[config.mk]
export PLATFORM = sky130hd
export DESIGN_NAME = mac_chunk_seq
export DESIGN_NICKNAME = d
export VERILOG_FILES = /design/src/rtl/mac_chunk_seq.sv
export SDC_FILE = /design/constraint.sdc
export NUM_CORES = 1
export LEC_CHECK = 0
export BUFFER_PORTS_ARGS = -buffer_cell sky130_fd_sc_hd__buf_2
export CAP_MARGIN = 10
export CORE_MARGIN = 5
export CORE_UTILIZATION = 45
export CTS_BUF_LIST = sky130_fd_sc_hd__clkbuf_16
export CTS_CLUSTER_DIAMETER = 30
export CTS_CLUSTER_SIZE = 12
export DETAILED_ROUTE_END_ITERATION = 7
export GPL_ROUTABILITY_DRIVEN = 0
export GPL_TIMING_DRIVEN = 0
export PLACE_DENSITY = 0.74
export SETUP_SLACK_MARGIN = 0.1
export SLEW_MARGIN = 20
export SYNTH_ARGS = -nofsm -noshare
export SYNTH_HDL_FRONTEND = slang
export SYNTH_SLANG_ARGS = --single-unit
[constraint.sdc]
create_clock -name clk -period 3 [get_ports clk]
set_input_delay 0.6 -clock clk [delete_from_list [all_inputs] [get_ports clk]]
set_output_delay 0.6 -clock clk [all_outputs]
set_load 0.1 [all_outputs]
[src/rtl/mac_chunk_seq.sv]
// mac_chunk_seq: streams operand chunks into an external dot-product MAC and
// accumulates its results into a wider signed sum with a held output.
`timescale 1ns/1ps

module mac_chunk_seq #(
    parameter int unsigned bw      = 8,
    parameter int unsigned pr      = 8,
    parameter int unsigned bw_psum = 2*bw+6,
    parameter int unsigned bw_acc  = bw_psum+4,
    parameter int unsigned len_bw  = 4
) (
    input  logic                clk,
    input  logic                reset,
    input  logic                start,
    input  logic [len_bw-1:0]   len,
    output logic                busy,
    input  logic                in_valid,
    output logic                in_ready,
    input  logic [pr*bw-1:0]    in_a,
    input  logic [pr*bw-1:0]    in_b,
    output logic [pr*bw-1:0]    mac_a,
    output logic [pr*bw-1:0]    mac_b,
    input  logic [bw_psum-1:0]  mac_out,
    output logic                out_valid,
    input  logic                out_ready,
    output logic [bw_acc-1:0]   out_psum,
    output logic                done
);

    localparam int unsigned EXT_W = bw_acc - bw_psum;

    typedef enum logic [1:0] {
        IDLE = 2'd0,
        RUN  = 2'd1,
        LAST = 2'd2,
        HOLD = 2'd3
    } state_t;

    state_t              state_q;
    logic [len_bw-1:0]   remaining_q;
    logic                s1_valid_q;
    logic                first_q;
    logic [bw_acc-1:0]   acc_q;
    logic [pr*bw-1:0]    mac_a_q;
    logic [pr*bw-1:0]    mac_b_q;
    logic                out_valid_q;
    logic [bw_acc-1:0]   out_psum_q;
    logic                done_q;
    logic                busy_q;
    logic                in_ready_q;

    logic [bw_acc-1:0]   mac_sext;
    logic [bw_acc-1:0]   acc_d;
    logic                in_hs;

    // Sign-extend the MAC result and form the next running sum.
    always_comb begin
        mac_sext = {{EXT_W{mac_out[bw_psum-1]}}, mac_out};
        acc_d    = (first_q ? '0 : acc_q) + mac_sext;
        in_hs    = in_valid & in_ready_q;
    end

    // Job sequencing, operand capture, accumulation and output holding.
    always_ff @(posedge clk) begin
        if (reset) begin
            state_q     <= IDLE;
            remaining_q <= '0;
            s1_valid_q  <= 1'b0;
            first_q     <= 1'b0;
            acc_q       <= '0;
            mac_a_q     <= '0;
            mac_b_q     <= '0;
            out_valid_q <= 1'b0;
            out_psum_q  <= '0;
            done_q      <= 1'b0;
            busy_q      <= 1'b0;
            in_ready_q  <= 1'b0;
        end else begin
            done_q <= 1'b0;

            if (s1_valid_q) begin
                acc_q   <= acc_d;
                first_q <= 1'b0;
            end

            case (state_q)
                IDLE: begin
                    if (start && (len != '0)) begin
                        remaining_q <= len;
                        s1_valid_q  <= 1'b0;
                        first_q     <= 1'b1;
                        busy_q      <= 1'b1;
                        in_ready_q  <= 1'b1;
                        state_q     <= RUN;
                    end
                end
                RUN: begin
                    if (in_hs) begin
                        mac_a_q     <= in_a;
                        mac_b_q     <= in_b;
                        s1_valid_q  <= 1'b1;
                        remaining_q <= remaining_q - len_bw'(1);
                        if (remaining_q == len_bw'(1)) begin
                            in_ready_q <= 1'b0;
                            state_q    <= LAST;
                        end
                    end else begin
                        s1_valid_q <= 1'b0;
                    end
                end
                LAST: begin
                    // The final chunk's product is folded in directly here.
                    out_psum_q  <= acc_d;
                    out_valid_q <= 1'b1;
                    s1_valid_q  <= 1'b0;
                    state_q     <= HOLD;
                end
                HOLD: begin
                    if (out_ready) begin
                        out_valid_q <= 1'b0;
                        done_q      <= 1'b1;
                        busy_q      <= 1'b0;
                        state_q     <= IDLE;
                    end
                end
                default: begin
                    state_q <= IDLE;
                end
            endcase
        end
    end

    assign busy      = busy_q;
    assign in_ready  = in_ready_q;
    assign mac_a     = mac_a_q;
    assign mac_b     = mac_b_q;
    assign out_valid = out_valid_q;
    assign out_psum  = out_psum_q;
    assign done      = done_q;

endmodule

## After elaboration in Yosys (flattened, before gate mapping)

Cells that the tools add are included.

- Flip-flop bits (word level): 192
- Input bits: 159
- Output and inout port bits: 158
- Word-level logic and storage cells: 62

- Add/sub/neg operators: 2
- Equality and inequality tests: 8
- Mux-type cells: 23
- Bitwise gates (word level): 2
- Reductions and logical operators: 15

Operators with widths:

| operator | number |
|---|---|
| 26-bit adder | 1 |
| 26-bit 2-to-1 mux | 1 |
| 1-bit 2-to-1 mux | 10 |
| 2-bit 2-to-1 mux | 4 |
| 4-bit 2-to-1 mux | 2 |
| 2-bit inequality test (second input constant) | 4 |
| 2-bit one-hot mux with 4 select lines | 1 |
| 4-bit one-hot mux with 2 select lines | 1 |
| 4-bit AND reduction | 2 |
| 1-bit one-hot mux with 2 select lines | 3 |
| 2-bit AND reduction | 3 |
| 3-bit AND reduction | 2 |
| 2-bit nonzero test | 3 |
| 2-bit equality test (second input constant) | 2 |
| 4-bit by 1-bit equality test with 1-bit output (second input constant) | 1 |
| 4-bit nonzero test | 1 |
| 4-bit by 1-bit subtractor with 4-bit output (second input constant) | 1 |
| 1-bit one-hot mux with 3 select lines | 1 |
| 3-bit nonzero test | 1 |
| 2-bit by 1-bit equality test with 1-bit output (second input constant) | 1 |
| 2-bit logical NOT | 1 |
| 2-bit OR reduction | 1 |
| 1-bit AND | 1 |
| 1-bit logical AND | 1 |
| 1-bit inverter | 1 |

## Longest topological paths before layout

Gate-level depths: netlist (run 1).

- Depth after elaboration: 4
- Gate-level depth with buffers: 12
- Gate-level depth less buffers: 11

## Worst setup path after synthesis (run 1)

OpenSTA, ideal clock, no wires.

- Kind: register to register
- Start: reg first_q
- End: reg out_psum_q[20] (netlist: out_psum[20])
- Setup time: 0.064 ns
- Arrival time: 2.703 ns
- Data required time: 2.936 ns
- Slack: 0.232 ns
- Cell stages (with the launch flop): 13
- Path buffers: 1
- Period minus slack after synthesis: 2.768 ns
- Cell sequence: dfxtp_1 -> clkbuf_1 -> nor2b_1 -> ha_1 -> inv_1 -> fa_1 -> nand2b_1 -> a211oi_1 -> o21a_1 -> o2bb2ai_1 -> o21ai_1 -> or4_1 -> nand3_1

- Cells in the longest elaborated chain, start to end: 2

Ends and longest elaborated chain:

| item | line | text |
|---|---|---|
| from (decl) | 42 | `logic first_q;` |
| from (signal assigned) | 69 | `first_q <= 1'b0;` |
| from (signal assigned) | 83 | `first_q <= 1'b0;` |
| from (signal assigned) | 91 | `first_q <= 1'b1;` |
| 26-bit 2-to-1 mux | 59 | `acc_d = (first_q ? '0 : acc_q) + mac_sext;` |
| 26-bit adder | 59 |  |
| to (signal assigned) | 74 | `out_psum_q <= '0;` |
| to (signal assigned) | 113 | `out_psum_q <= acc_d;` |
| to (decl) | 47 | `logic [bw_acc-1:0] out_psum_q;` |

Every way passes these cells.
A chain may end at the register's enable or synchronous reset.

## Worst setup path after layout (run 1)

- Start: reg first_q
- End: reg out_psum_q[22] (netlist: out_psum[22])

The elaborated chain is that of the path after synthesis.

==> impl_metrics.csv, run 1 <==
group,metric,value,unit
sta,clock.fmax,0.3497,GHz
cts,clock_latency,0.43,ns
pwr,p_leak,4.960,nW
floorplanning,initial_utilization,0.4588,
worst_setup_path,cp-end-kind,"flop",
cts,cts_sinks,192,
placement,dp_cells,1630,
sta,fin_crit_sh,0.9532,
sta,finalCriticalPeriod,2.860,ns
sta,setup-violations-final,0,
logic_synthesis,synth_seq_cells,192,
cts,clock_path_buffers,2,
worst_setup_path,rr_startpoint,"first_q",
worst_setup_path,rrSetupSlack,0.14,ns
cells_and_area,num_antenna_cells,0,
cells_and_area,drive_above_1_share,0.2713,
sta,slew_headroom,0.4768,
route,firstDrtPassIters,5,
sta,rsz0062_at_grt,"yes",
worst_setup_path,r2r_end,"out_psum[22]",
pwr,switching_share,0.4267,
route,ant_nets,0,
grt,grt_max_degree,20,
pwr,peakVddDrop,0.4465,mV
run_status,status,"completed",
grt,grt_overflow,0,
sta,setup_ws,0.1405,ns
logic_synthesis,synth_cells,1080,
cts,numCtsBuffers,17,
worst_setup_path,critPathLaunchType,"flop",
placement,port_buffers,316,
worst_setup_path,crit_path_end,"out_psum[22]",
cells_and_area,synthToLayoutAreaGrowth,30.46,%
placement,dp_hpwl,21410,um
logic_synthesis,yosysWarnings,0,
worst_setup_path,startpoint,"first_q",
grt,grt_use_total,0.2451,
pwr,power.internal,4.558,mW
sta,clock_skew,0.01733,ns
sta,worst_pin_slew,0.7847,ns
route,vias_per_cell,5.221,
cells_and_area,final_cell_mix,"318 x buf_2, 285 x nand2_1, 191 x dfxtp_1, 157 x a21oi_1, 66 x nor2_1",
worst_setup_path,critical_path_required,3.37,ns
floorplanning,io_pins,317,
logic_synthesis,yosysSeqAreaShare,0.4464,
logic_synthesis,syn-cell-area,8611,sq um
cells_and_area,final_area,11230,sq um
pwr,clkPwrFrac,0.291,
placement,placed_area,10490,sq um
pwr,power_density,707.8,nW/um^2
pwr,switchingPower,3.393,mW
floorplanning,die_x,148.3,um
sta,hold_viol_final,0,
route,vias,8687,
placement,pre_cts_ws,-0.4466,ns
sta,drv_slew,0,
floorplanning,fp.dieH,148.3,um
cts,htreeDepth,4,
cts,clkSlewWorstSetupHoldPaths,0.08,ns
pwr,seqPwrFrac,0.368,
sta,fin_hold_ws,0.3939,ns
floorplanning,dieArea,22000,sq um
cts,cts-root-buf,"clkbuf_16",
flow_run,max_cap_viol_count,0,
logic_synthesis,async_flop_share,0,
pwr,power_frac_comb,0.341,
floorplanning,coreArea,18770,sq um
grt,antenna_found_initial,1,
worst_setup_path,crit_fanout,6,
sta,final.setup.tns,0,ns
logic_synthesis,synth.avg_cell_area,7.973,sq um
logic_synthesis,synth.distinct_cells,64,
cells_and_area,final_common_cell,"buf_2",
worst_setup_path,crit_arrival,3.23,ns
cells_and_area,fin_cells,1664,
route,wl_per_cell,16.71,um
cts,tritoncts,"built",
grt,grt_pass1_wl,43460,um
pwr,power,7.951,mW
route,wl,27810,um
logic_synthesis,synthFlopType,"dfxtp_1",
floorplanning,placementRows,50,
worst_setup_path,crit_type,"reg2reg",
route,drc,0,
grt,grt_pass1_vias,8446,
cells_and_area,fin_nets,1609,
worst_setup_path,rr_worst_depth,10,
hold_path,hold_path_class,"in2reg",
logic_synthesis,synth_edf_count,0,
cells_and_area,fin_util,0.5985,
route,first_iter_violations,459,
logic_synthesis,syn-num-nets,1272,
-- registers in the layout, summed over array words and instances, names as in the netlist, 2 cells and up --
name / count
mac_b: 64
state_q: 2
mac_a: 64
acc_q: 26
remaining_q: 4
out_psum: 26
-- cells by family (layout without fill, tap and decap cells) --
group / after synthesis / in the layout / synth area share
XOR/XNOR: 13 / 13 / 0.01322
AND/OR/NAND/NOR: 457 / 457 / 0.2302
buffers and inverters: 93 / 443 / 0.04170
flip-flops: 192 / 192 / 0.4464
AO/OA/AOI/OAI: 265 / 265 / 0.1883
multiplexers: 27 / 27 / 0.03139
adder cells (fa/ha/maj): 33 / 33 / 0.04882
-- power by group through the flow --
stage / logic, mW / clock network, mW / registers [mW]
after global routing: 2.89 / 2.47 / 2.96
after CTS: 2.69 / 2.35 / 2.93
after floorplan: 0.849 / 0 / 4.22
after detailed placement: 2.67 / 0 / 2.99
final: 2.71 / 2.31 / 2.93
after global placement: 2.65 / 0 / 2.98
-- worst min-delay path by stage --
stage	slack, ns	to	from	cells past startpoint
after CTS	0.38	mac_b[58]	in_b[58]	3
after global routing	0.38	mac_a[24]	in_a[24]	3
after global placement	0.44	mac_b[43]	mac_b[43]	2
after floorplan	0.44	acc_q[11]	acc_q[11]	2
final	0.39	mac_b[39]	in_b[39]	3
after detailed placement	0.44	mac_a[9]	mac_a[9]	2
-- cells in the mapped netlist (all sizes together) (2+ instances only) --
cell type  number  area, sq um
a311oi          2        17.52
a21oi         160        804.5
buf             6        32.53
o21a            5        45.04
a211oi         14        105.1
a221o           2        20.02
nand4           6        37.54
clkbuf         67        251.5
xnor2           8        70.07
a2111oi         4        60.06
o31ai           3        22.52
o2bb2ai         2        17.52
ha             32        400.4
nand3          21        105.1
nand2b          6        37.54
a32oi           2        17.52
a31oi           3        18.77
o21bai          2        15.01
o2111ai         2        23.77
o211ai          5        37.54
a21o           14        112.6
nor4b           3        26.28
a22oi           2        15.01
and3           12        77.57
a221oi          2        23.77
nor2b          25        156.4
o221ai          2        17.52
xor2            5        43.79
o311ai          3        26.28
nand2         286         1074
a311o           2        20.02
dfxtp         192         3844
nor3           12        60.06
o21ai          26        130.1
mux2i          27        270.3
nand4b          4        35.03
a211o           4        35.03
or4             6        45.04
or3             3        20.02
inv            18        67.56
clkinv          2        7.510
nor2           66        247.7
and2            4        27.53
-- layer usage --
metal / vias up / routed length [um] / global-route usage
li1: 4355 / - / -
met1: 3942 / 11310 / 0.2991
met2: 331 / 13220 / 0.4104
met3: 57 / 2425 / 0.07617
met4: 2 / 845 / 0.08591
met5: - / 7 / 0
-- worst max-delay path, stage by stage (launching register included) --
cell and delay (ns):
dfxtp_4 0.41, clkbuf_4 0.19, nor2b_1 0.05, ha_1 0.33
a21o_1 0.21, a211o_1 0.35, o2111ai_2 0.20, o211ai_1 0.18
and3_2 0.29, or4_1 0.51, nand3_1 0.08
-- repair_timing --
action / 4_1_cts / 5_1_grt
setup buffers: 2 / 1
pin swaps: 4 / 5
setup endpoints to repair: 30 / 23
gates resized for setup: 16 / 22
hold buffers: 0 / 0
hold endpoints to repair: 0 / 0
-- cell type report --
| cell class | count | area, sq um |
|---|---|---|
| flip-flops and latches | 192 | 3847 |
| clock buffers | 17 | 425.4 |
| clock inverters | 15 | 177.7 |
| multi-input cells | 795 | 4516 |
| plain buffers | 72 | 295.3 |
| fillers | 1748 | 7535 |
| inverters | 20 | 75.07 |
| repair buffers | 319 | 1604 |
| well taps | 234 | 292.8 |
No activity file was read; power rests on OpenSTA's default activity.
==> inputs of run 2 (changes only) <==
--- a/config.mk
+++ b/config.mk
@@ -5,6 +5,7 @@
 export SDC_FILE = /design/constraint.sdc
 export NUM_CORES = 1
 export LEC_CHECK = 0
+export ABC_AREA = 1
 export BUFFER_PORTS_ARGS = -buffer_cell sky130_fd_sc_hd__buf_2
 export CAP_MARGIN = 10
 export CORE_MARGIN = 5
@@ -15,9 +16,10 @@
 export DETAILED_ROUTE_END_ITERATION = 7
 export GPL_ROUTABILITY_DRIVEN = 0
 export GPL_TIMING_DRIVEN = 0
-export PLACE_DENSITY = 0.74
+export PLACE_DENSITY = 0.8
 export SETUP_SLACK_MARGIN = 0.1
 export SLEW_MARGIN = 20
 export SYNTH_ARGS = -nofsm -noshare
 export SYNTH_HDL_FRONTEND = slang
 export SYNTH_SLANG_ARGS = --single-unit
+export TNS_END_PERCENT = 10
==> run 2 against run 1 <==
Register-to-register slack better by 0.20 ns. Final area is 3.1% higher. Utilization is 0.74 points lower. Critical path type unchanged. Largest cell class unchanged.
==> impl_metrics.csv, run 2 <==
group,metric,value,unit
floorplanning,dieArea,23000,sq um
sta,final.setup.tns,0,ns
route,wl,30900,um
cells_and_area,final.fill_count,1845,
logic_synthesis,syn-num-nets,1528,
route,firstDrtPassIters,5,
route,wl_per_cell,15.85,um
route,first_iter_violations,749,
logic_synthesis,ys_top_cells_by_count,"361 x nor2_1, 193 x nand2_1, 192 x dfxtp_1",
flow_run,max_cap_viol_count,0,
route,ant_nets,0,
worst_setup_path,crit_slowest_cell,"fa_1",
sta,clock.fmax,0.3760,GHz
floorplanning,die_x,151.7,um
floorplanning,initial_utilization,0.4610,
sta,clock_skew,0.01811,ns
sta,fin_crit_sh,0.8864,
pwr,p_leak,6.512,nW
cts,clock_path_buffers,2,
cells_and_area,area.sequential,3844,sq um
sta,rsz0062_at_grt,"yes",
sta,worst_pin_slew,0.6254,ns
logic_synthesis,synth_cells,1336,
cts,cts-root-buf,"clkbuf_16",
sta,setup-violations-final,0,
cts,clock_latency,0.44,ns
worst_setup_path,crit_arrival,3.00,ns
cts,htreeDepth,4,
cts,hold_buffers,0,
logic_synthesis,synth_seq_cells,192,
sta,drv_slew,0,
cells_and_area,final_cell_mix,"361 x nor2_1, 336 x buf_2, 193 x nand2_1, 192 x dfxtp_1, 160 x o21ai_0",
route,vias_per_cell,4.961,
cells_and_area,fin_cells,1950,
route,vias,9674,
route,drc,0,
cts,tritoncts,"built",
worst_setup_path,critical_path_required,3.34,ns
worst_setup_path,path_buf_inv,5,
logic_synthesis,yosysWarnings,0,
cells_and_area,fin_nets,1862,
sta,slew_headroom,0.5831,
cts,cts_sinks,192,
grt,grt_use_total,0.2636,
cells_and_area,drive_above_1_share,0.2329,
grt,antenna_found_initial,9,
cells_and_area,synthToLayoutAreaGrowth,28.22,%
pwr,power,10.63,mW
logic_synthesis,async_flop_share,0,
grt,grt_pass1_wl,47600,um
worst_setup_path,critPathLaunchType,"flop",
grt,grt_overflow,0,
floorplanning,io_pins,317,
sta,fin_hold_ws,0.3613,ns
cts,clkSlewWorstSetupHoldPaths,0.09,ns
worst_setup_path,crit_top_cell,"nand2_1",
logic_synthesis,synthFlopType,"dfxtp_1",
placement,dp_hpwl,24840,um
worst_setup_path,crit_type,"reg2reg",
logic_synthesis,synthTopCellsByArea,"dfxtp_1 43%, nor2_1 15%, o21ai_0 8.9%, nand2_1 8.0%, inv_1 6.6%",
pwr,power_density,917.7,nW/um^2
cells_and_area,multi_input_area,4317,sq um
floorplanning,fp.dieH,151.7,um
logic_synthesis,yosysTopAreaCell,"dfxtp_1",
worst_setup_path,cpPeakStageDelay,0.40,ns
grt,grt_pass1_vias,9290,
logic_synthesis,synth.avg_cell_area,6.760,sq um
floorplanning,coreArea,19590,sq um
run_status,status,"completed",
grt,grt_max_degree,23,
logic_synthesis,synth_edf_count,0,
cells_and_area,final_common_cell,"nor2_1",
placement,port_buffers,315,
worst_setup_path,path_cells,"buf_2, buf_2, nor2_1, ha_1, inv_1, fa_1, inv_1, nand3_1, nand3_1, nand2_1, nand2_1, nand2_1, nand4_1, nand3_1, nand2_1, inv_1",
placement,dp_cells,1916,
cts,numCtsBuffers,17,
cts,postCtsSetupRepairBufs,0,
worst_setup_path,cpLargestDelayFamily,"simple AND/OR/NAND/NOR gates",
worst_setup_path,cp-end-kind,"flop",
logic_synthesis,syn-cell-area,9031,sq um
logic_synthesis,synth_top_area_frac,0.4256,
logic_synthesis,yosysMostFrequentCell,"nor2_1",
pwr,peakVddDrop,0.5043,mV
worst_setup_path,crit_fanout,10,
sta,hold_viol_final,0,
floorplanning,placementRows,51,
logic_synthesis,synth.distinct_cells,36,
cts,cts_resized,0,
hold_path,hold_path_class,"in2reg",
sta,finalCriticalPeriod,2.659,ns
logic_synthesis,yosysSeqAreaShare,0.4256,
[run 2: cell types whose count changed after synthesis, moves of 13 or more]
| cell | delta |
|---|---|
| o21ai_0 | +135 |
| nand3_1 | +41 |
| a21oi_1 | -106 |
| nor2b_1 | -25 |
| a211oi_1 | -13 |
| mux2i_1 | -27 |
| buf_2 | +18 |
| clkbuf_1 | -30 |
| nand2_1 | -93 |
| inv_1 | +140 |
| nor2_1 | +295 |
[run 2: final timing paths]
check / startpoint / endpoint / slack [ns] / cells past startpoint
max: first_q / out_psum[24] / 0.34 / 16
min reg2reg: acc_q[0] / acc_q[0] / 0.46 / 2
max reg2reg: first_q / out_psum[24] / 0.34 / 16
min: in_b[20] / mac_b[20] / 0.36 / 3
[run 2: kinds of logic (layout without fill, tap and decap cells)]
kind of cell | Yosys count | count (layout) | share of synthesized area
compound gates | 228 | 228 | 0.1297
xor+xnor | 11 | 11 | 0.01067
fa+ha+maj | 33 | 33 | 0.04655
buf+inv | 224 | 571 | 0.09643
flops | 192 | 192 | 0.4256
other cells | 0 | 2 | 0
simple gates | 648 | 648 | 0.2911
[run 2: tightest hold or removal path, stage by stage]
cell	delay, ns
buf_2	0.07
nor2_1	0.03
nor2_1	0.08
[run 2: final cells by class]
class	count	area share
buffer	62	0.02280
tap	265	0.02863
antenna	2	0.0004322
sequential	192	0.3319
multi-input combinational	920	0.3728
inverter	162	0.05251
clock inverter	15	0.01804
timing repair buffer	315	0.1361
clock buffer	17	0.03674
[run 2: where the power goes]
group / leakage, nW / internal [mW] / switching, mW
logic: 4.65 / 1.07 / 3.98
clock network: 0.303 / 1.15 / 1.21
registers: 1.56 / 3.00 / 0.220
[run 2: through the flow]
stage | util | cell area, sq um | worst slack, ns
floorplan | - | 9031 | 0.7802
global placement | 0.5584 | 10940 | 0.3353
detailed placement | 0.5584 | 10940 | 0.2698
CTS | 0.5908 | 11570 | 0.2427
global route | 0.5909 | 11570 | 0.09061
finish | 0.5911 | 11580 | 0.3407
[run 2: per-layer routing]
layer	share of wire	track usage	up-vias
met5	0.0037	0	-
met3	0.091	0.08566	107
met1	0.38	0.3092	4322
met4	0.049	0.1213	16
li1	-	-	4850
met2	0.47	0.4380	379
==> inputs of run 3 (changes only) <==
--- a/config.mk
+++ b/config.mk
@@ -6,7 +6,7 @@
 export NUM_CORES = 1
 export LEC_CHECK = 0
 export ABC_AREA = 1
-export BUFFER_PORTS_ARGS = -buffer_cell sky130_fd_sc_hd__buf_2
+export BUFFER_PORTS_ARGS = -buffer_cell sky130_fd_sc_hd__clkbuf_2
 export CAP_MARGIN = 10
 export CORE_MARGIN = 5
 export CORE_UTILIZATION = 45
==> run 3 against run 2 <==
Final cell count is 0.10% lower. Die area did not move. Flip-flop and latch count did not move. Critical path type unchanged. Clock power grew 2%. Critical endpoint unchanged. Clock skew shrank 0.0025 ns.
==> impl_metrics.csv, run 3 (same netlist as run 2, synthesis figures left out) <==
group,metric,value,unit
cts,htreeDepth,4,
grt,grt_pass1_wl,47820,um
cells_and_area,final_cell_mix,"361 x nor2_1, 316 x clkbuf_2, 193 x nand2_1, 192 x dfxtp_1, 160 x o21ai_0",
grt,grt_max_degree,24,
sta,finalCriticalPeriod,2.625,ns
sta,setup_ws,0.3746,ns
pwr,power_density,922.7,nW/um^2
cells_and_area,num_antenna_cells,0,
worst_setup_path,cpPeakStageDelay,0.40,ns
route,wl,31190,um
grt,antenna_found_initial,2,
sta,final.setup.tns,0,ns
pwr,clkPwrFrac,0.225,
worst_setup_path,crit_top_cell,"nand2_1",
cts,clock_latency,0.45,ns
floorplanning,placementRows,51,
hold_path,whs_endpoint,"mac_b[23]",
sta,clock.fmax,0.3809,GHz
worst_setup_path,rrSetupSlack,0.37,ns
placement,dp_cells,1916,
run_status,status,"completed",
floorplanning,coreArea,19590,sq um
route,met2_wirelength,14880,um
pwr,peakVddDrop,0.5172,mV
sta,clock_skew,0.01565,ns
worst_setup_path,cpLargestDelayFamily,"simple AND/OR/NAND/NOR gates",
cts,cts_resized,0,
sta,slew_headroom,0.5547,
worst_setup_path,crit_arrival,2.96,ns
grt,grt_overflow,0,
floorplanning,die_x,151.7,um
cts,clock_path_buffers,2,
route,vias_per_cell,4.990,
cells_and_area,fin_nets,1862,
floorplanning,dieArea,23000,sq um
sta,fin_hold_ws,0.3670,ns
route,wl_met1,12240,um
cts,numCtsBuffers,17,
worst_setup_path,critical_path_required,3.33,ns
route,firstDrtPassIters,5,
route,drc,0,
cts,hold_buffers,0,
cells_and_area,final_common_cell,"nor2_1",
hold_path,min_path_cells,3,
route,highest_layer,"met5",
worst_setup_path,critPathLaunchType,"flop",
floorplanning,io_pins,317,
sta,hold_viol_final,0,
cells_and_area,fin_cells,1948,
hold_path,hold_start,"in_b[23]",
worst_setup_path,crit_fanout,10,
sta,fin_crit_sh,0.8751,
route,met3_length,2725,um
cells_and_area,drive_above_1_share,0.2335,
cts,cts_sinks,192,
floorplanning,fp.dieH,151.7,um
cts,tritoncts,"built",
cts,cts-root-buf,"clkbuf_16",
pwr,seqPwrFrac,0.302,
worst_setup_path,crit_slowest_cell,"fa_1",
cells_and_area,synthToLayoutAreaGrowth,28.25,%
route,first_iter_violations,665,
route,vias,9721,
floorplanning,initial_utilization,0.4610,
sta,rsz0062_at_grt,"no",
placement,dp_hpwl,24910,um
pwr,power.internal,5.226,mW
worst_setup_path,r2r_end,"out_psum[24]",
placement,pre_cts_ws,0.2903,ns
hold_path,hold_path_class,"in2reg",
placement,placed_area,10940,sq um
worst_setup_path,crit_type,"reg2reg",
worst_setup_path,path_buf_inv,5,
sta,setup-violations-final,0,
route,ant_nets,0,
placement,port_buffers,315,
pwr,power_frac_comb,0.473,
grt,grt_pass1_vias,9419,
sta,worst_pin_slew,0.6709,ns
pwr,p_leak,6.420,nW
cts,postCtsSetupRepairBufs,0,
worst_setup_path,path_cells,"buf_2, buf_2, nor2_1, ha_1, inv_1, fa_1, inv_1, nand3_1, nand3_2, nand2_1, nand2_1, nand2_1, nand4_1, nand3_1, nand2_1, inv_1",
cts,clkSlewWorstSetupHoldPaths,0.09,ns
worst_setup_path,rr_startpoint,"first_q",
pwr,switching_share,0.5110,
cells_and_area,final_area,11580,sq um
pwr,switchingPower,5.461,mW
sta,drv_slew,0,
grt,grt_use_total,0.2644,
route,wl_per_cell,16.01,um
worst_setup_path,rr_worst_depth,16,
flow_run,max_cap_viol_count,0,
worst_setup_path,cp-end-kind,"flop",
run 3: cell types whose count changed in the layout (fill, tap and decap cells not counted):
cell      delta
inv_8        +1
clkinv_4     -1
inv_12       +3
clkinv_8     -3
nand3_1      -1
buf_2      -315
nand3_2      +1
diode_2      -2
clkbuf_2   +315
run 3: stage by stage:
stage,utilization,power (mW)
floorplan,-,7.261
global placement,0.5584,8.204
detailed placement,0.5584,8.285
CTS,0.5909,10.69
global route,0.5912,11.27
finish,0.5912,10.69
run 3: worst max path at each step:
stage	from	to	depth (start not counted)	slack, ns
after detailed placement	first_q	out_psum[24]	16	0.29
after CTS	first_q	out_psum[24]	16	0.19
final	first_q	out_psum[24]	16	0.37
after global placement	first_q	out_psum[24]	16	0.33
after floorplan	first_q	acc_q[24]	16	0.78
after global routing	first_q	out_psum[24]	16	0.16
run 3: tightest hold or removal path: stages:
cell      delay [ns]
clkbuf_2        0.07
nor2_1          0.03
nor2_1          0.08
run 3: routing by layer:
layer  vias to the layer above  global-route usage
met5                         -                   0
met4                         4              0.1069
met3                        82             0.07882
met2                       404              0.4431
met1                      4381              0.3176
li1                       4850                   -
run 3: cell type report:
cell class	instances	area, sq um
clock buffer	17	425.4
buffer	62	264.0
clock inverter	15	211.5
inverter	162	608.1
fill	1835	8008
multi-input combinational	920	4322
sequential	192	3844
tap	265	331.6
timing repair buffer	315	1577
run 3: power by group through the flow:
stage	Sequential [mW]	Clock [mW]	Combinational [mW]
2_1_floorplan	5.37	0	1.89
3_3_place_gp	3.26	0	4.94
3_5_place_dp	3.27	0	5.01
4_1_cts	3.22	2.43	5.04
5_1_grt	3.27	2.55	5.44
6_report	3.23	2.40	5.06
